### config.mk
export PLATFORM = sky130hd
export DESIGN_NAME = rgb_pwm_flat
export DESIGN_NICKNAME = d
export VERILOG_FILES = /design/src/rtl/rgb_pkg.sv /design/src/rtl/rgb_pwm_if.sv /design/src/rtl/pwm_channel.sv /design/src/rtl/rgb_pwm.sv /design/src/flat_wrapper.sv
export SDC_FILE = /design/constraint.sdc
export NUM_CORES = 1
export LEC_CHECK = 0
export CAP_MARGIN = 0
export CORE_UTILIZATION = 50
export DETAILED_ROUTE_END_ITERATION = 12
export PLACE_DENSITY = 0.73
export SYNTH_ARGS = -nofsm -noshare
export SYNTH_HDL_FRONTEND = slang
export SYNTH_SLANG_ARGS = --single-unit
### constraint.sdc
create_clock -name clk -period 4.33 [get_ports clk]
set_clock_uncertainty 0.05 [all_clocks]
set_input_delay 0.866 -clock clk [delete_from_list [all_inputs] [get_ports clk]]
set_output_delay 0.866 -clock clk [all_outputs]
set_load 0.1 [all_outputs]
### src/rtl/rgb_pkg.sv
// Shared RGB types used by the PWM block, the encoder top level and the mixer top.
package rgb_pkg;
    localparam int DUTY_W = 8;

    typedef logic [DUTY_W-1:0] duty_t;

    typedef struct packed {
        duty_t r;
        duty_t g;
        duty_t b;
    } rgb_t;
endpackage

### src/rtl/rgb_pwm_if.sv
// Duty inputs from the encoders and the LED drive outputs of rgb_pwm.
interface rgb_pwm_if;
    import rgb_pkg::*;

    logic  en;
    duty_t duty_r;
    duty_t duty_g;
    duty_t duty_b;
    logic  pwm_r;
    logic  pwm_g;
    logic  pwm_b;
    logic  frame_start;

    modport master (
        output en, duty_r, duty_g, duty_b,
        input  pwm_r, pwm_g, pwm_b, frame_start
    );

    modport slave (
        input  en, duty_r, duty_g, duty_b,
        output pwm_r, pwm_g, pwm_b, frame_start
    );
endinterface

### src/rtl/pwm_channel.sv
// One PWM channel: frame-boundary shadow of the duty, compare against the shared phase,
// and the registered, polarity-adjusted LED drive.
module pwm_channel
    import rgb_pkg::*;
#(
    parameter bit INVERT = 1'b0
) (
    input  logic  clk,
    input  logic  rst,
    input  logic  en,
    input  logic  load,
    input  duty_t phase_next,
    input  duty_t duty,
    output logic  pwm
);
    duty_t sh;
    duty_t sh_next;
    logic  active;

    assign sh_next = load ? duty : sh;
    // Full scale has to stay on across the wrap, which a plain compare cannot express.
    assign active  = (phase_next < sh_next) | (sh_next == '1);

    always_ff @(posedge clk) begin
        if (rst) begin
            sh  <= '0;
            pwm <= INVERT;
        end else begin
            sh  <= sh_next;
            pwm <= en ? (INVERT ^ active) : INVERT;
        end
    end
endmodule

### src/rtl/rgb_pwm.sv
// Three-channel left-aligned RGB PWM: shared prescaler and phase counter,
// duties latched per channel only at frame boundaries.
module rgb_pwm
    import rgb_pkg::*;
#(
    parameter int PRESCALE = 4,
    parameter bit INVERT   = 1'b0
) (
    input  logic clk,
    input  logic rst,
    rgb_pwm_if.slave bus
);
    localparam int PW = (PRESCALE > 1) ? $clog2(PRESCALE) : 1;
    localparam logic [PW-1:0] PRE_MAX = PW'(PRESCALE - 1);

    logic [PW-1:0] pre_cnt;
    duty_t         phase;
    duty_t         phase_next;
    logic          tick;
    logic          wrap;

    assign tick       = bus.en && (pre_cnt == PRE_MAX);
    assign wrap       = tick && (phase == '1);
    assign phase_next = tick ? phase + 1'b1 : phase;

    always_ff @(posedge clk) begin
        if (rst) begin
            pre_cnt         <= '0;
            phase           <= '0;
            bus.frame_start <= 1'b0;
        end else begin
            if (bus.en)
                pre_cnt <= tick ? '0 : pre_cnt + 1'b1;
            phase           <= phase_next;
            bus.frame_start <= wrap;
        end
    end

    rgb_t                    duty_in;
    logic [2:0][DUTY_W-1:0]  duty_v;
    logic [2:0]              pwm_v;

    assign duty_in = '{r: bus.duty_r, g: bus.duty_g, b: bus.duty_b};
    assign duty_v  = duty_in;

    // Index 2 is red, 0 is blue, following the struct field order.
    for (genvar i = 0; i < 3; i++) begin : g_ch
        pwm_channel #(.INVERT(INVERT)) u_ch (
            .clk        (clk),
            .rst        (rst),
            .en         (bus.en),
            .load       (wrap),
            .phase_next (phase_next),
            .duty       (duty_v[i]),
            .pwm        (pwm_v[i])
        );
    end

    assign bus.pwm_r = pwm_v[2];
    assign bus.pwm_g = pwm_v[1];
    assign bus.pwm_b = pwm_v[0];
endmodule

### src/flat_wrapper.sv
// flat-port wrapper written by rule: the top's interface ports become plain ports
module rgb_pwm_flat import rgb_pkg::*;
#(
    parameter int PRESCALE = 4,
    parameter bit INVERT   = 1'b0
)
  (clk, rst, bus_en, bus_duty_r, bus_duty_g, bus_duty_b, bus_pwm_r, bus_pwm_g, bus_pwm_b, bus_frame_start);
  rgb_pwm_if bus_i ();
  input  logic clk;
  input  logic rst;
  input wire logic [$bits(bus_i.en)-1:0] bus_en;
  input wire logic [$bits(bus_i.duty_r)-1:0] bus_duty_r;
  input wire logic [$bits(bus_i.duty_g)-1:0] bus_duty_g;
  input wire logic [$bits(bus_i.duty_b)-1:0] bus_duty_b;
  output wire logic [$bits(bus_i.pwm_r)-1:0] bus_pwm_r;
  output wire logic [$bits(bus_i.pwm_g)-1:0] bus_pwm_g;
  output wire logic [$bits(bus_i.pwm_b)-1:0] bus_pwm_b;
  output wire logic [$bits(bus_i.frame_start)-1:0] bus_frame_start;
  assign bus_i.en = bus_en;
  assign bus_i.duty_r = bus_duty_r;
  assign bus_i.duty_g = bus_duty_g;
  assign bus_i.duty_b = bus_duty_b;
  assign bus_pwm_r = bus_i.pwm_r;
  assign bus_pwm_g = bus_i.pwm_g;
  assign bus_pwm_b = bus_i.pwm_b;
  assign bus_frame_start = bus_i.frame_start;
  rgb_pwm #(.PRESCALE(PRESCALE), .INVERT(INVERT)) u_core (.clk(clk), .rst(rst), .bus(bus_i));
endmodule
==> key figures <==
Synth
  • Post-synth EDFFs: 0
  • Distinct cells, synth: 39
  • Net Count, Synth: 255
  • Async set-reset flop share out of synthesis: 0%
  • #FFs+latches synth: 38
  • Synthesized instance count: 209
  • Seq/Total Area, Yosys: 37.91%
  • YS warnings: 0
  • Avg Cell Area, Syn: 9.603 um2
  • Post-Syn Area: 2007 um2
  • Top FF cell, synth: dfxtp_1

Setup path
  • CP peak stage delay: 0.62 ns
  • Critical R2R Launch: u_core.pre_cnt[0]
  • Setup slack, reg-to-reg: 1.30 ns
  • Setup CP Type: in -> reg
  • Crit-path max FO: 11
  • Worst path required time: 4.49 ns
  • Kind of cell adding the most delay to the critical path: simple AND/OR/NAND/NOR gates
  • Critical Path Sink Type: flip-flop
  • Critical path, cell by cell: clkdlybuf4s50_1, nand3_2, nor3_4, buf_4, mux2i_1, ha_1, and4_1, a211oi_1, nand3_1, o22ai_1
  • Slowest cell on crit path: clkdlybuf4s50_1
  • Worst path bufs/invs: 2
  • Worst setup SP type: input pin
  • Worst R2R End: u_core.g_ch[1].u_ch.pwm
  • Crit path DAT: 3.84 ns
  • R2R depth: 10

Outcome
  • Outcome: completed

Placement
  • DP Wirelength: 3.099 mm
  • IO Port Bufs: 30
  • RePlAce Congestion: 0.7514
  • Pre-CTS WS: 0.3794 ns

Global route
  • Routing usage on met2: 35.70%
  • Largest net degree at the start of global routing: 37
  • Global-route layer with the greatest usage: met2
  • First-pass GRT wire length: 6.872 mm
  • Gr usage total: 21.34%
  • Grt met3 use: 4.688%
  • Initial antenna violation count: 0
  • Grt met1 use: 27.31%
  • Vias in the first global route: 1518
  • Final global-route overflow total: 0

Cells and area
  • Footprint of the multi-input gates: 1194 um2
  • Fillers: 334
  • Antenna cells: 0
  • Area occupied by registers: 760.7 um2
  • Final nets: 289
  • Area growth, synth to finish: 21.51%
  • Share of layout cells above drive strength 1: 7.438%

Drt
  • Vias/cell: 5.483
  • Vias: 1590
  • Routed wire per std cell: 14.19 um
  • Routed WL: 4.116 mm
  • # DRC: 0
  • First-pass DRT Iterations: 4
  • Final antenna-violating net count: 0
  • Initial DRC Count: 61

Clock network
  • Worst-skew pair later-pin latency: 0.28 ns
  • Clk buf depth: 2
  • Reg clk slew, reported paths: 0.07 ns
  • CTS tree: yes
  • Post-CTS setup buffer count: 0
  • Resized cells post-CTS: 0
  • TritonCTS Sinks: 38
  • CTS Root Cell: clkbuf_8
  • Hold buffers post-CTS: 0
  • H-tree levels: 2
  • Number of CTS-inserted buffers: 5

Power and ir drop
  • Peak supply drop: 0.0001988 V
  • Pwr Total: 633.3 uW
  • Lkg Pwr: 0.0009596 uW
  • Power per cell area: 259.7 nW/um2

Worst hold path
  • Hold crit path type: reg -> reg
  • Hold_sp: u_core.pre_cnt[1]
  • Hold depth: 2
  • Hold Path Sink: u_core.pre_cnt[1]

Floorplanning
  • # IOs: 31
  • Site Rows: 22
  • Core Region: 3744 um2
  • Die W: 65.36 um
  • Die Y: 65.36 um
  • Starting density of the core: 53.61%
  • Die Area: 4271 um2

Timing
  • Crit path time final: 3.673 ns
  • Slew Viols, Final: 0
  • Relative slew margins: 35.01%
  • Post-route setup TNS: 0 ns
  • Worst hold-check slack: 0.4497 ns
  • RSZ-0062 raised after global routing: no
  • Final worst-path cycle share: 84.84%
  • Hold Vio Cnt, Final: 0
  • Maximum clock rate: 272.2 MHz
  • Final Setup Violations: 0
  • Fin worst setup slack: 0.6565 ns
  • Worst-Margin Slew: 0.9719 ns

Run
  • Max Cap Violations: 0
==> through the flow <==
| stage | instances | util [%] | instance area [um2] |
|---|---|---|---|
| 2_1_floorplan | 209 | - | 2007 |
| 3_3_place_gp | 284 | 62.93 | 2356 |
| 3_5_place_dp | 284 | 62.93 | 2356 |
| 4_1_cts | 290 | 65.14 | 2439 |
| 5_1_grt | 290 | 65.14 | 2439 |
| 6_report | 290 | 65.14 | 2439 |
==> how the worst max path moves through the flow <==
| stage | slack [ns] | cells after the start | to | start |
|---|---|---|---|---|
| floorplan | 1.32 | 11 | u_core.g_ch[2].u_ch.pwm | bus_en |
| global placement | 0.45 | 11 | u_core.g_ch[1].u_ch.pwm | bus_en |
| detailed placement | 0.38 | 10 | u_core.g_ch[1].u_ch.pwm | bus_en |
| CTS | 0.67 | 10 | u_core.g_ch[1].u_ch.pwm | bus_en |
| global route | 0.42 | 10 | u_core.g_ch[1].u_ch.pwm | bus_en |
| finish | 0.66 | 10 | u_core.g_ch[1].u_ch.pwm | bus_en |
==> logic make-up (layout without fill, tap and decap cells) <==
family / count (synthesis) / after routing / share of synthesized area (%)
buf+inv: 10 / 43 / 2.618
flops: 38 / 38 / 37.91
xor+xnor: 7 / 7 / 3.055
simple gates: 83 / 83 / 21.32
fa+ha+maj: 19 / 19 / 11.85
mux: 27 / 27 / 13.65
compound gates: 25 / 25 / 9.600
==> synthesized netlist by cell type (4+ instances only) <==
cell type / number / area, um2
nand4_1: 16 / 100.1
nor2b_1: 10 / 62.56
nor2_1: 35 / 131.4
xor2_1: 4 / 35.03
mux2i_1: 24 / 240.2
nand3_1: 6 / 30.03
dfxtp_1: 38 / 760.7
clkbuf_1: 4 / 15.01
ha_1: 19 / 237.7
nand2_1: 4 / 15.01
a21oi_1: 5 / 25.02
==> registers in the layout, indices dropped and copies added (netlist names) <==
signal	count
u_core.pre_cnt	2
u_core.phase	8
u_core.g_ch.u_ch.pwm	3
u_core.g_ch.u_ch.sh	24
u_core.bus.frame_start	1
==> layout make-up <==
| cell class | instances | area share (%) |
|---|---|---|
| timing repair buffer | 34 | 13.55 |
| clock buffer | 6 | 3.386 |
| inverter | 3 | 0.4618 |
| multi-input combinational | 161 | 48.95 |
| tap | 48 | 2.463 |
| sequential | 38 | 31.20 |
==> tightest hold or removal path, cell delays in order (launching register included) <==
cell and delay (ns):
dfxtp_1 0.33, mux2i_1 0.07, nor2_1 0.07
==> routing by layer <==
metal  share of wire [%]  wire length (um)
met5                   0                 0
met4                0.85                35
met1                  50              2054
met2                  45              1868
met3                 3.8               158
==> power by group <==
part           internal (uW)  leakage, uW  switching [uW]
registers                351     0.000306            1.23
clock network            123    0.0000431             115
logic                   25.9     0.000610            17.3
==> placed cells by master (no fill, tap or decap), types with 2 or more instances in the layout <==
cell	count
xor2_1	4
clkdlybuf4s50_1	30
o21bai_1	2
buf_4	4
ha_1	19
nand2_1	4
a21oi_1	5
inv_1	3
a21o_1	2
dfxtp_1	38
mux2_2	3
nor2b_1	10
o21ai_0	2
and3_1	2
nand3_1	6
a22o_1	2
o211ai_1	2
mux2i_1	24
a211oi_1	2
nor3_1	3
clkbuf_8	6
nor2_1	35
xnor2_1	3
nand4_1	16
(Power assumes the default switching activity.)
